`config.mk`:
```
export PLATFORM = sky130hd
export DESIGN_NAME = load_store_unit
export DESIGN_NICKNAME = d
export VERILOG_FILES = /design/src/rtl/otter_lsu_pkg.sv /design/src/rtl/lsu_load_align.sv /design/src/rtl/load_store_unit.sv
export SDC_FILE = /design/constraint.sdc
export NUM_CORES = 1
export LEC_CHECK = 0
export CORE_MARGIN = 2
export CORE_UTILIZATION = 50
export CTS_CLUSTER_SIZE = 40
export DETAILED_ROUTE_END_ITERATION = 10
export PLACE_DENSITY = 0.78
export SYNTH_ARGS = -nofsm -noshare
export SYNTH_HDL_FRONTEND = slang
export SYNTH_SLANG_ARGS = --single-unit
```
`constraint.sdc`:
```
create_clock -name CLK -period 5.9 [get_ports CLK]
set_input_delay 0.59 -clock CLK [delete_from_list [all_inputs] [get_ports CLK]]
set_output_delay 0.59 -clock CLK [all_outputs]
set_load 0.05 [all_outputs]
```
`src/rtl/otter_lsu_pkg.sv`:
```
// Shared types and constants for the load/store unit: FSM states, access size codes,
// default IO window base and the misalignment rule.
package otter_lsu_pkg;

    typedef enum logic [2:0] {
        IDLE,
        ST,
        RD0,
        CAP0,
        RD1,
        CAP1,
        DONE
    } lsu_state_e;

    localparam logic [1:0] SIZE_BYTE    = 2'd0;
    localparam logic [1:0] SIZE_HALF    = 2'd1;
    localparam logic [1:0] SIZE_WORD    = 2'd2;
    localparam logic [1:0] SIZE_ILLEGAL = 2'd3;

    localparam logic [31:0] IO_BASE_DEFAULT = 32'h1100_0000;

    // An access is misaligned when its bytes spill past the end of the containing word.
    function automatic logic is_misaligned(input logic [1:0] offset, input logic [1:0] size);
        logic [3:0] span;
        span = {2'b00, offset} + (4'd1 << size);
        return span > 4'd4;
    endfunction

endpackage

```
`src/rtl/lsu_load_align.sv`:
```
// Load data extraction: selects the addressed bytes out of a two-word window and
// sign- or zero-extends them to 32 bits.
module lsu_load_align
    import otter_lsu_pkg::*;
(
    input  logic [31:0] word0_i,
    input  logic [31:0] word1_i,
    input  logic [1:0]  offset_i,
    input  logic [1:0]  size_i,
    input  logic        unsigned_i,
    output logic [31:0] data_o
);

    logic [31:0] shifted;

    always_comb begin
        shifted = 32'({word1_i, word0_i} >> {offset_i, 3'b000});
        case (size_i)
            SIZE_BYTE: data_o = unsigned_i ? {24'h0, shifted[7:0]}
                                           : {{24{shifted[7]}}, shifted[7:0]};
            SIZE_HALF: data_o = unsigned_i ? {16'h0, shifted[15:0]}
                                           : {{16{shifted[15]}}, shifted[15:0]};
            default:   data_o = shifted;
        endcase
    end

endmodule

```
`src/rtl/load_store_unit.sv`:
```
// Load/store unit for the memory data port: whole-word loads with local alignment,
// byte-split misaligned stores, and an aligned-word-only IO window.
module load_store_unit
    import otter_lsu_pkg::*;
#(
    parameter logic [31:0] IO_BASE = IO_BASE_DEFAULT
) (
    input  logic        CLK,
    input  logic        RST_N,
    input  logic        REQ_VALID,
    input  logic        REQ_WRITE,
    input  logic [31:0] REQ_ADDR,
    input  logic [31:0] REQ_WDATA,
    input  logic [1:0]  REQ_SIZE,
    input  logic        REQ_SIGN,
    output logic        BUSY,
    output logic        RSP_VALID,
    output logic [31:0] RSP_RDATA,
    output logic        RSP_ERR,
    output logic [31:0] MEM_ADDR2,
    output logic [31:0] MEM_DIN2,
    output logic        MEM_WRITE2,
    output logic        MEM_READ2,
    output logic [1:0]  MEM_SIZE,
    output logic        MEM_SIGN,
    input  logic [31:0] MEM_DOUT2
);

    lsu_state_e  state_q, state_d;
    logic [31:0] addr_q, addr_d;
    logic [31:0] wdata_q, wdata_d;
    logic [31:0] word0_q, word0_d;
    logic [1:0]  size_q, size_d;
    logic        sign_q, sign_d;
    logic [2:0]  cnt_q, cnt_d;

    logic        rsp_valid_q, rsp_valid_d;
    logic        rsp_err_q, rsp_err_d;
    logic [31:0] rsp_rdata_q, rsp_rdata_d;
    logic [31:0] mem_addr_q, mem_addr_d;
    logic [31:0] mem_din_q, mem_din_d;
    logic        mem_write_q, mem_write_d;
    logic        mem_read_q, mem_read_d;
    logic [1:0]  mem_size_q, mem_size_d;
    logic        mem_sign_q, mem_sign_d;

    logic        req_err;
    logic        req_mis;
    logic        mis_q;
    logic [2:0]  n_stores;
    logic [31:0] word_addr;
    logic [31:0] align_word0;
    logic [31:0] load_data;

    assign req_err = (REQ_SIZE == SIZE_ILLEGAL) ||
                     ((REQ_ADDR >= IO_BASE) &&
                      !((REQ_SIZE == SIZE_WORD) && (REQ_ADDR[1:0] == 2'b00)));
    assign req_mis = is_misaligned(REQ_ADDR[1:0], REQ_SIZE);
    assign mis_q   = is_misaligned(addr_q[1:0], size_q);

    assign n_stores  = !mis_q ? 3'd1 : ((size_q == SIZE_HALF) ? 3'd2 : 3'd4);
    assign word_addr = {addr_q[31:2], 2'b00};

    // An aligned load finishes in CAP0, before word0 has been registered.
    assign align_word0 = (state_q == CAP0) ? MEM_DOUT2 : word0_q;

    lsu_load_align u_align (
        .word0_i    (align_word0),
        .word1_i    (MEM_DOUT2),
        .offset_i   (addr_q[1:0]),
        .size_i     (size_q),
        .unsigned_i (sign_q),
        .data_o     (load_data)
    );

    always_ff @(posedge CLK) begin
        if (!RST_N) begin
            state_q     <= IDLE;
            addr_q      <= '0;
            wdata_q     <= '0;
            word0_q     <= '0;
            size_q      <= '0;
            sign_q      <= 1'b0;
            cnt_q       <= '0;
            rsp_valid_q <= 1'b0;
            rsp_err_q   <= 1'b0;
            rsp_rdata_q <= '0;
            mem_addr_q  <= '0;
            mem_din_q   <= '0;
            mem_write_q <= 1'b0;
            mem_read_q  <= 1'b0;
            mem_size_q  <= '0;
            mem_sign_q  <= 1'b0;
        end else begin
            state_q     <= state_d;
            addr_q      <= addr_d;
            wdata_q     <= wdata_d;
            word0_q     <= word0_d;
            size_q      <= size_d;
            sign_q      <= sign_d;
            cnt_q       <= cnt_d;
            rsp_valid_q <= rsp_valid_d;
            rsp_err_q   <= rsp_err_d;
            rsp_rdata_q <= rsp_rdata_d;
            mem_addr_q  <= mem_addr_d;
            mem_din_q   <= mem_din_d;
            mem_write_q <= mem_write_d;
            mem_read_q  <= mem_read_d;
            mem_size_q  <= mem_size_d;
            mem_sign_q  <= mem_sign_d;
        end
    end

    always_comb begin
        state_d = state_q;
        addr_d  = addr_q;
        wdata_d = wdata_q;
        word0_d = word0_q;
        size_d  = size_q;
        sign_d  = sign_q;
        cnt_d   = cnt_q;
        unique case (state_q)
            IDLE: begin
                if (REQ_VALID) begin
                    addr_d  = REQ_ADDR;
                    wdata_d = REQ_WDATA;
                    size_d  = REQ_SIZE;
                    sign_d  = REQ_SIGN;
                    cnt_d   = 3'd1;
                    if (req_err) begin
                        state_d = DONE;
                    end else if (REQ_WRITE) begin
                        state_d = ST;
                    end else begin
                        state_d = RD0;
                    end
                end
            end
            // cnt_q counts byte/word stores already issued.
            ST: begin
                if (cnt_q == n_stores) begin
                    state_d = IDLE;
                end else begin
                    cnt_d = cnt_q + 3'd1;
                end
            end
            RD0:  state_d = CAP0;
            CAP0: begin
                word0_d = MEM_DOUT2;
                state_d = mis_q ? RD1 : DONE;
            end
            RD1:  state_d = CAP1;
            CAP1: state_d = DONE;
            DONE: state_d = IDLE;
            default: state_d = IDLE;
        endcase
    end

    // Computes the next value of every registered output from the transition being taken.
    always_comb begin
        rsp_valid_d = 1'b0;
        rsp_err_d   = 1'b0;
        rsp_rdata_d = rsp_rdata_q;
        mem_addr_d  = mem_addr_q;
        mem_din_d   = mem_din_q;
        mem_write_d = 1'b0;
        mem_read_d  = 1'b0;
        mem_size_d  = mem_size_q;
        mem_sign_d  = mem_sign_q;
        unique case (state_q)
            IDLE: begin
                if (REQ_VALID) begin
                    if (req_err) begin
                        rsp_valid_d = 1'b1;
                        rsp_err_d   = 1'b1;
                        rsp_rdata_d = '0;
                    end else if (REQ_WRITE) begin
                        mem_write_d = 1'b1;
                        mem_addr_d  = REQ_ADDR;
                        if (req_mis) begin
                            mem_size_d = SIZE_BYTE;
                            mem_din_d  = {24'h0, REQ_WDATA[7:0]};
                        end else begin
                            mem_size_d  = REQ_SIZE;
                            mem_din_d   = REQ_WDATA;
                            rsp_valid_d = 1'b1;
                        end
                    end else begin
                        mem_read_d = 1'b1;
                        mem_addr_d = {REQ_ADDR[31:2], 2'b00};
                        mem_size_d = SIZE_WORD;
                        mem_sign_d = 1'b0;
                    end
                end
            end
            ST: begin
                if (cnt_q != n_stores) begin
                    mem_write_d = 1'b1;
                    mem_addr_d  = addr_q + 32'(cnt_q);
                    mem_size_d  = SIZE_BYTE;
                    mem_din_d   = {24'h0, wdata_q[{cnt_q[1:0], 3'b000} +: 8]};
                    rsp_valid_d = ((cnt_q + 3'd1) == n_stores);
                end
            end
            CAP0: begin
                if (mis_q) begin
                    mem_read_d = 1'b1;
                    mem_addr_d = word_addr + 32'd4;
                    mem_size_d = SIZE_WORD;
                    mem_sign_d = 1'b0;
                end else begin
                    rsp_valid_d = 1'b1;
                    rsp_rdata_d = load_data;
                end
            end
            CAP1: begin
                rsp_valid_d = 1'b1;
                rsp_rdata_d = load_data;
            end
            default: ;
        endcase
    end

    assign BUSY       = (state_q != IDLE);
    assign RSP_VALID  = rsp_valid_q;
    assign RSP_ERR    = rsp_err_q;
    assign RSP_RDATA  = rsp_rdata_q;
    assign MEM_ADDR2  = mem_addr_q;
    assign MEM_DIN2   = mem_din_q;
    assign MEM_WRITE2 = mem_write_q;
    assign MEM_READ2  = mem_read_q;
    assign MEM_SIZE   = mem_size_q;
    assign MEM_SIGN   = mem_sign_q;

endmodule

```
; ---- Word level (Yosys, flattened, before mapping)
; Index checks and enable logic that the tools add are counted.
[word_totals]
reg_bits = 208
inputBits = 103
output_inout_bits = 104
elab_cells = 130
[classes]
addsub = 5
order_cmp = 3
eq_ne = 21
shifts = 4
muxes = 61
reduce_logical = 20
[op_table]
columns = cell, n
row1 = 2-to-1 mux 32 bit, 15
row2 = case mux 32 bit (3 select lines), 2
row3 = case mux 32 bit (2 select lines), 2
row4 = >> shifter 64 x 5 -> 32 bit, 1
row5 = adder 32 x 3 -> 32 bit, 1
row6 = adder 32 x 3 -> 32 bit (second input constant), 1
row7 = >= comparator 32 x 29 -> 1 bit (second input constant), 1
row8 = variable part select 32 x 6 -> 8 bit, 1
row9 = 2-to-1 mux 3 bit, 7
row10 = inequality test 2 bit (second input constant), 10
row11 = 2-to-1 mux 1 bit, 19
row12 = 2-to-1 mux 2 bit, 9
row13 = case mux 3 bit (6 select lines), 1
row14 = AND reduction 5 bit, 3
row15 = nonzero test 3 bit, 3
row16 = adder 2 x 4 -> 4 bit, 2
row17 = greater-than comparator 4 x 3 -> 1 bit (second input constant), 2
row18 = << shifter 1 x 2 -> 4 bit (first input constant), 2
row19 = equality test 3 x 2 -> 1 bit (second input constant), 2
row20 = equality test 3 bit, 2
row21 = equality test 3 bit (second input constant), 2
row22 = case mux 1 bit (2 select lines), 3
row23 = case mux 2 bit (3 select lines), 1
row24 = case mux 3 bit (2 select lines), 1
row25 = other kinds (15), 21

; ---- Depth between registers and ports, before layout
; Gate-level depths: netlist (run 1).
[logic_depth]
depth_word = 8
ltp_mapped = 13
depth_no_buf = 9

; ---- By module
; A second synthesis (run 1) with hierarchy kept.
[hier_totals]
hier_cells = 1295
hier_area_um2 = 11149.4
[modules_own_cells]
columns = module, instances, cells_each, area_per_inst_um2, seq_area_each_um2
row1 = load_store_unit, 1, 1194, 10039.6, 4144.0
row2 = lsu_load_align, 1, 101, 1109.8, 0.0

; ---- Least setup slack after synthesis (run 1)
; No wires, ideal clock.
[synth_timing]
path_type = reg-to-reg
startpoint = register size_q[0]
endpoint = register mem_addr_q[0], in the netlist MEM_ADDR2[0]
setup_time_ns = 0.134
t_arrival_ns = 2.832
required_ns = 5.766
slack_ns = 2.934
stages_incl_launch_ff = 13
path_buffers = 4
synth_period_minus_slack_ns = 2.966
path_cell_list = dfxtp_1 -> buf_2 -> clkbuf_1 -> nor2_1 -> ha_1 -> ha_1 -> o2bb2ai_1 -> o22a_1 -> a211o_1 -> a2111oi_4 -> buf_2 -> buf_2 -> a211oi_1
[synth_between]
elab_chain_cells = 7
elab_cells_between_ends = 10
cone_classes = add/sub: 1 / order compare: 1 / eq/ne: 4 / shift: 1 / mux: 2 / reduce/logical: 1
[synth_lines]
columns = item, line_no
row1 = start: declaration, load_store_unit.sv:33  ; logic [1:0] size_q, size_d;
row2 = start signal: assignment, load_store_unit.sv:99  ; size_q <= size_d;
row3 = << shifter 1 x 2 -> 4 bit, otter_lsu_pkg.sv:25  ; span = {2'b00, offset} + (4'd1 << size);
row4 = adder 2 x 4 -> 4 bit, otter_lsu_pkg.sv:25
row5 = greater-than comparator 4 x 3 -> 1 bit, otter_lsu_pkg.sv:26  ; return span > 4'd4;
row6 = 2-to-1 mux 3 bit, load_store_unit.sv:61  ; assign n_stores = !mis_q ? 3'd1 : ((size_q == SIZE_HALF) ? 3'd2 : 3'd4);
row7 = inequality test 3 bit, load_store_unit.sv:197  ; if (cnt_q != n_stores) begin
row8 = inequality test 2 bit (no source line), n/a
row9 = AND reduction 5 bit (no source line) (*), n/a
row10 = end signal: assignment, load_store_unit.sv:105  ; mem_addr_q <= mem_addr_d;
row11 = end: declaration, load_store_unit.sv:40  ; logic [31:0] mem_addr_q, mem_addr_d;
; Mark *: on every way between the ends. The rest lies on a longest branch, timed or not.
; A chain may end at the register's enable or synchronous reset.

; ---- Worst setup path in the final report (run 1)
[layout_timing]
startpoint = register size_q[1]
endpoint = register rsp_rdata_q[29], in the netlist RSP_RDATA[29]
[layout_between]
elab_chain_cells = 5
elab_cells_between_ends = 10
cone_classes = add/sub: 1 / order compare: 1 / eq/ne: 2 / shift: 1 / mux: 3 / reduce/logical: 2
[layout_lines]
columns = item, line_no
row1 = << shifter 1 x 2 -> 4 bit, otter_lsu_pkg.sv:25
row2 = adder 2 x 4 -> 4 bit, otter_lsu_pkg.sv:25
row3 = greater-than comparator 4 x 3 -> 1 bit, otter_lsu_pkg.sv:26
row4 = inequality test 2 bit (no source line), n/a
row5 = AND reduction 4 bit (no source line), n/a
row6 = end signal: assignment, load_store_unit.sv:104  ; rsp_rdata_q <= rsp_rdata_d;
row7 = end: declaration, load_store_unit.sv:39  ; logic [31:0] rsp_rdata_q, rsp_rdata_d;
; Several ways; a longest one is shown, not always the timed one. The select of a mux whose other input is x is not followed.

==> metrics.cfg, run 1 <==
[flow_run]
maxCapViolCount=0

[min_path]
hold_end=MEM_DIN2[8]
min_path_type=register to register
min_from=MEM_DIN2[8]
holdPathStages=2

[global_route]
antenna_found_initial=0
grt_util_met1_pct=36.5
grt_pass1_wl_microns=47200
grt_max_degree=80
use_met2_pct=43.9
busiest_layer=met2
grt_use_met3_pct=4.92
gr-total-overflow=0
track_usage_pct=26.9
grt_pass1_vias=8995

[clocking]
cts_resized=0
cts_setup_buffers=0
cts_inserted_buffers=23
hold_buffers=0
cts.path.max_buffers=3
clkSinkCount=207
clock_latency_ns=0.51
clockRootBuffer=clkbuf_16
htree_levels=1
cts_tree=built
clkTransAtPathRegs_ns=0.06

[route]
drt-pass1-iter-count=6
drc_errors=0
vias=9718
drtAntennaViolNets=0
drt_iter0_markers=802
drt-total-wl_microns=29700
wl_per_cell_microns=18.1
viasPerCell=5.92

[sta]
relSlewSlack_pct=15.9
setup_viol_count_final=0
hold_viol_final=0
min_period_ns=4.29
drv_slew=0
rsz0062_at_grt=false
setup_tns_ns=0
setup_ws_ns=1.61
fmax_ghz=0.233
tightest_slew_ns=1.25
fin_worst_skew_ns=0.0195
finalCritPeriodShare_pct=72.7

[pwr]
internal-power_mw=3.35
power.leakage_nw=4.50
p_sw_share_pct=40.2
clkPwrFrac_pct=26.5
seqPwrFrac_pct=34.0
power_mw=5.60
pwr_density_cell_nw_per_um2=434
p_comb_share_pct=39.4
irDropWorstVdd_v=0.000232
switchingPower_mw=2.25

[synth]
synth_commonest_cells=nand2_1, dfxtp_1, a21oi_1
synth-async-reset-ratio_pct=0
synthCells=1222
yosys_warnings=0
synth_nets=1336
synth_top_area_share_pct=41.2
synth.most_common_cell=nand2_1
yosysTopAreaCell=dfxtp_1
synth_area_sq_um=10000
synth.distinct_cells=65
synth_edf_count=0
syn_avg_cell_area_sq_um=8.22
ys_seq_area_share_pct=41.2
ys_ff_latch=207
ys_top_cells_by_area=dfxtp_1, nand2_1, a21oi_1
ys.flop_type=dfxtp_1

[layout]
synthToLayoutAreaGrowth_pct=28.4
layout-drive-gt1-share_pct=6.18
antenna_cells=0
fin_nets=1475

[placement]
dpl_worst_slack_ns=1.72
dp_hpwl_microns=20500
gp_congestion=0.901
portBuffers=205

[worst_setup_path]
ff2ff_setup_slack_ns=1.61
cpMaxStageDelayCell=dfxtp_1
path_class=register to register
critical-path-max-stage-delay_ns=1.01
worstSetupStartpointType=register
rr_startpoint=size_q[1]
rr_endpoint=RSP_RDATA[29]
cp-startpoint=size_q[1]
critPathCaptureType=register
crit_chain=nand2b_1, xnor2_1, ha_1, a211oi_1, o22ai_1, o21ai_2, and2_1, o31a_1, a22o_1
required_ns=6.34
r2r_cells=9
arrival_ns=4.73
path_max_fanout=32

[floorplan]
ios=207
start_util_pct=51.3
coreArea_sq_um=19600
die_w_microns=146
dieArea_sq_um=21200
rows=51
die-height_microns=146

[status]
status=finished clean

-- critical path: cells and delay by family, from the launching register on --
family,cells,cell delay (ns)
compound gates,5,2.05
xor+xnor,1,0.12
fa+ha+maj,1,0.29
flops,1,1.01
simple gates,2,0.75
-- sequential cells by signal, summed over array words and instances (netlist names) --
signal      cells
MEM_ADDR2      32
MEM_DIN2       32
MEM_READ2       1
MEM_SIZE        2
MEM_WRITE2      1
RSP_ERR         1
RSP_RDATA      32
RSP_VALID       1
addr_q         32
cnt_q           3
sign_q          1
size_q          2
state_q         3
wdata_q        32
word0_q        32
-- cell usage in the layout, fill, tap and decap left out, types with 9 or more instances in the layout --
master | synthesis | routed
mux2i_1 | 39 | 39
buf_4 | 4 | 11
nor2b_1 | 9 | 9
o21ai_0 | 64 | 64
clkdlybuf4s50_1 | 0 | 204
o221ai_1 | 9 | 9
mux4_2 | 17 | 17
a31oi_1 | 10 | 10
clkbuf_16 | 0 | 23
nand4_1 | 21 | 21
nand2b_1 | 17 | 17
xnor2_1 | 31 | 31
nor3_1 | 11 | 10
nor2_1 | 89 | 89
nand2_1 | 240 | 239
and3_1 | 9 | 9
o211ai_1 | 28 | 28
nand3_1 | 41 | 41
ha_1 | 9 | 9
a22o_1 | 26 | 26
dfxtp_1 | 207 | 207
a211oi_1 | 20 | 20
inv_1 | 17 | 17
a311oi_1 | 12 | 12
o22ai_1 | 15 | 15
a21oi_1 | 103 | 103
-- through the flow --
| stage | instances | hold slack [ns] | instance area, sq um | utilization (%) |
|---|---|---|---|---|
| 2_1_floorplan | 1222 | 0.433 | 10000 | - |
| 3_3_place_gp | 1601 | 0.440 | 12100 | 61.9 |
| 3_5_place_dp | 1601 | 0.448 | 12100 | 61.9 |
| 4_1_cts | 1641 | 0.458 | 12900 | 65.9 |
| 5_1_grt | 1641 | 0.470 | 12900 | 65.9 |
| 6_report | 1641 | 0.455 | 12900 | 65.9 |
-- logic make-up after synthesis --
logic type	synth area share (%)
and+or+nand+nor	20.2
AOI/OAI and AO/OA	20.6
DFF	41.2
buffers and inverters	4.88
muxes	8.59
xor gates and xnor gates	2.96
adders and majority gates	1.52
other	0.0373
-- power by group through the flow --
stage | logic (mW) | registers [mW] | clock network, mW
2_1_floorplan | 1.16 | 2.28 | 0
3_3_place_gp | 2.16 | 1.92 | 0
3_5_place_dp | 2.19 | 1.93 | 0
4_1_cts | 2.20 | 1.90 | 1.50
5_1_grt | 2.38 | 1.94 | 1.56
6_report | 2.21 | 1.91 | 1.49
-- area by class of cell --
cell class | instances | area, sq um
Tap cell | 265 | 332
Inverter | 19 | 73.8
Sequential cell | 207 | 4140
Timing Repair Buffer | 217 | 2150
Fill cell | 1604 | 6690
Clock inverter | 11 | 161
Clock buffer | 29 | 618
Multi-Input combinational cell | 893 | 5430
-- worst max path at each step --
stage,slack (ns),cells after the start,endpoint
2_1_floorplan,2.93,12,MEM_ADDR2[0]
3_3_place_gp,1.95,9,RSP_RDATA[16]
3_5_place_dp,1.72,9,RSP_RDATA[30]
4_1_cts,1.69,9,RSP_RDATA[20]
5_1_grt,1.26,9,RSP_RDATA[28]
6_report,1.61,9,RSP_RDATA[29]
-- routing by layer --
layer	part of all wire (%)	wire length, microns
met1	42	12500
met2	47	14000
met3	8.0	2370
met4	2.5	739
met5	0	0
(Power assumes the default switching activity.)
==> run 2, diff against run 1 <==
--- a/config.mk
+++ b/config.mk
@@ -6,10 +6,10 @@
 export NUM_CORES = 1
 export LEC_CHECK = 0
 export CORE_MARGIN = 2
-export CORE_UTILIZATION = 50
+export CORE_UTILIZATION = 47
 export CTS_CLUSTER_SIZE = 40
 export DETAILED_ROUTE_END_ITERATION = 10
-export PLACE_DENSITY = 0.78
+export PLACE_DENSITY = 0.77
 export SYNTH_ARGS = -nofsm -noshare
 export SYNTH_HDL_FRONTEND = slang
 export SYNTH_SLANG_ARGS = --single-unit
==> constraint.sdc (replaced) <==
create_clock -name CLK -period 3.93 [get_ports CLK]
set_input_delay 0.393 -clock CLK [delete_from_list [all_inputs] [get_ports CLK]]
set_output_delay 0.393 -clock CLK [all_outputs]
set_load 0.05 [all_outputs]
==> run 2 against run 1 <==
Critical path depth rose by 1. Flip-flop and latch count stayed put. Power increased by 48%. Global-route usage fell by 0.90 points. Combinational power rose by 54%. Maximum frequency increased by 20%. Sequential share of layout area decreased by 0.12 points. Worst hold slack worse by 0.084 ns. Worst setup slack worse by 1.3 ns. Critical endpoint is now MEM_ADDR2[9].
==> metrics.cfg, run 2 (synthesized netlist as in run 1, its figures left out) <==
[layout]
layout_common_cells=nand2_1, dfxtp_1, clkdlybuf4s50_1
final_util_pct=61.6
layout-drive-gt1-share_pct=6.84
final_common_cell=nand2_1
synthToLayoutAreaGrowth_pct=28.9
fin_area_sq_um=13000
fin_nets=1487
antenna_cells=0

[pwr]
power_mw=8.28
p_sw_share_pct=41.1
seqPwrFrac_pct=33.9
switchingPower_mw=3.40
internal-power_mw=4.87
clkPwrFrac_pct=25.0
irDropWorstVdd_v=0.000361
pwr_density_cell_nw_per_um2=639
power.leakage_nw=4.54
p_comb_share_pct=41.1

[route]
wl_met2_microns=14100
met1_length_microns=12900
drc_errors=0
drt_iter0_markers=780
dr_wl_met3_microns=2360
drt-pass1-iter-count=5
drtAntennaViolNets=0
topRoutingLayerUsed=met4
viasPerCell=5.83
drt-total-wl_microns=30300
wl_per_cell_microns=18.2
vias=9705

[sta]
min_period_ns=3.57
rsz0062_at_grt=false
drv_slew=0
relSlewSlack_pct=38.8
setup_viol_count_final=0
tightest_slew_ns=0.918
hold_ws_ns=0.371
fmax_ghz=0.280
finalCritPeriodShare_pct=90.9
setup_tns_ns=0
fin_worst_skew_ns=0.0196
hold_viol_final=0

[floorplan]
rows=53
start_util_pct=47.8
coreArea_sq_um=21000
die-height_microns=150
die_w_microns=150
ios=207
dieArea_sq_um=22600

[clocking]
hold_buffers=0
cts_inserted_buffers=23
cts.path.max_buffers=3
clkSinkCount=207
cts_tree=built
cts_setup_buffers=0
cts_resized=0
clockRootBuffer=clkbuf_16
clkTransAtPathRegs_ns=0.06
clock_latency_ns=0.53
htree_levels=1

[global_route]
grt_max_degree=85
gr-total-overflow=0
track_usage_pct=26.0
grt_pass1_wl_microns=47200
grt_pass1_vias=8997
antenna_found_initial=0

[worst_setup_path]
arrival_ns=3.98
path_class=register to register
required_ns=4.34
worstSetupStartpointType=register
path_max_fanout=62
critPathCaptureType=register

[placement]
portBuffers=205
gp_congestion=0.939
post_dp_cell_area_sq_um=12200
dp_hpwl_microns=20900

[flow_run]
maxCapViolCount=0

[status]
status=finished clean

[min_path]
min_path_type=input pin to register

-- run 2: cell types whose count changed in the layout (fill, tap and decap cells not counted), sizes merged --
cell,delta
buf,+12
bufinv,-4
clkbuf,+7
clkinv,-2
-- run 2: per-stage QoR --
step	worst slack, ns	cells
final	0.358	1664
after global routing	0.200	1664
after CTS	0.480	1664
after detailed placement	0.546	1623
after global placement	0.697	1623
after floorplan	0.964	1222
-- run 2: routing by layer --
layer  vias up  global-route usage, %
li1       4656                      -
met1      4566                   35.1
met2       425                   42.6
met3        58                   4.30
met4         0                   7.83
met5         -                      0
-- run 2: final timing paths --
check                    from           end  slack [ns]  depth (start not counted)
setup reg to reg    size_q[0]  MEM_ADDR2[9]        0.36                         10
hold reg to reg   wdata_q[18]   wdata_q[18]        0.45                          2
hold / removal          RST_N  MEM_DIN2[23]        0.37                          3
setup / recovery    size_q[0]  MEM_ADDR2[9]        0.36                         10
-- run 2: power by group through the flow --
| stage | clock, mW | sequential [mW] | combinational, mW |
|---|---|---|---|
| 2_1_floorplan | 0 | 3.43 | 1.74 |
| 3_3_place_gp | 0 | 2.82 | 3.33 |
| 3_5_place_dp | 0 | 2.84 | 3.38 |
| 4_1_cts | 2.10 | 2.80 | 3.39 |
| 5_1_grt | 2.18 | 2.85 | 3.65 |
| 6_report | 2.07 | 2.81 | 3.40 |
-- run 2: area by class of cell --
cell class / count / area, sq um
multi-input combinational: 893 / 5430
sequential: 207 / 4140
clock buffer: 36 / 684
tap: 275 / 344
timing repair buffer: 229 / 2240
fill: 1839 / 8070
clock inverter: 5 / 42.5
inverter: 19 / 73.8
-- run 2: worst max-delay path, stage by stage (launching register included) --
cell	delay, ns
dfxtp_1	0.69
nand2b_1	0.28
xnor2_1	0.20
ha_1	0.31
o2bb2ai_1	0.10
o22a_1	0.26
a211o_1	0.36
a2111oi_4	0.39
buf_12	0.30
nand2_1	0.19
o32ai_1	0.35
==> run 3, diff against run 2 <==
--- a/config.mk
+++ b/config.mk
@@ -5,6 +5,7 @@
 export SDC_FILE = /design/constraint.sdc
 export NUM_CORES = 1
 export LEC_CHECK = 0
+export CAP_MARGIN = 20
 export CORE_MARGIN = 2
 export CORE_UTILIZATION = 47
 export CTS_CLUSTER_SIZE = 40
==> results of run 3 <==
The final DEF is identical to that of run 2; final timing and power are the same.
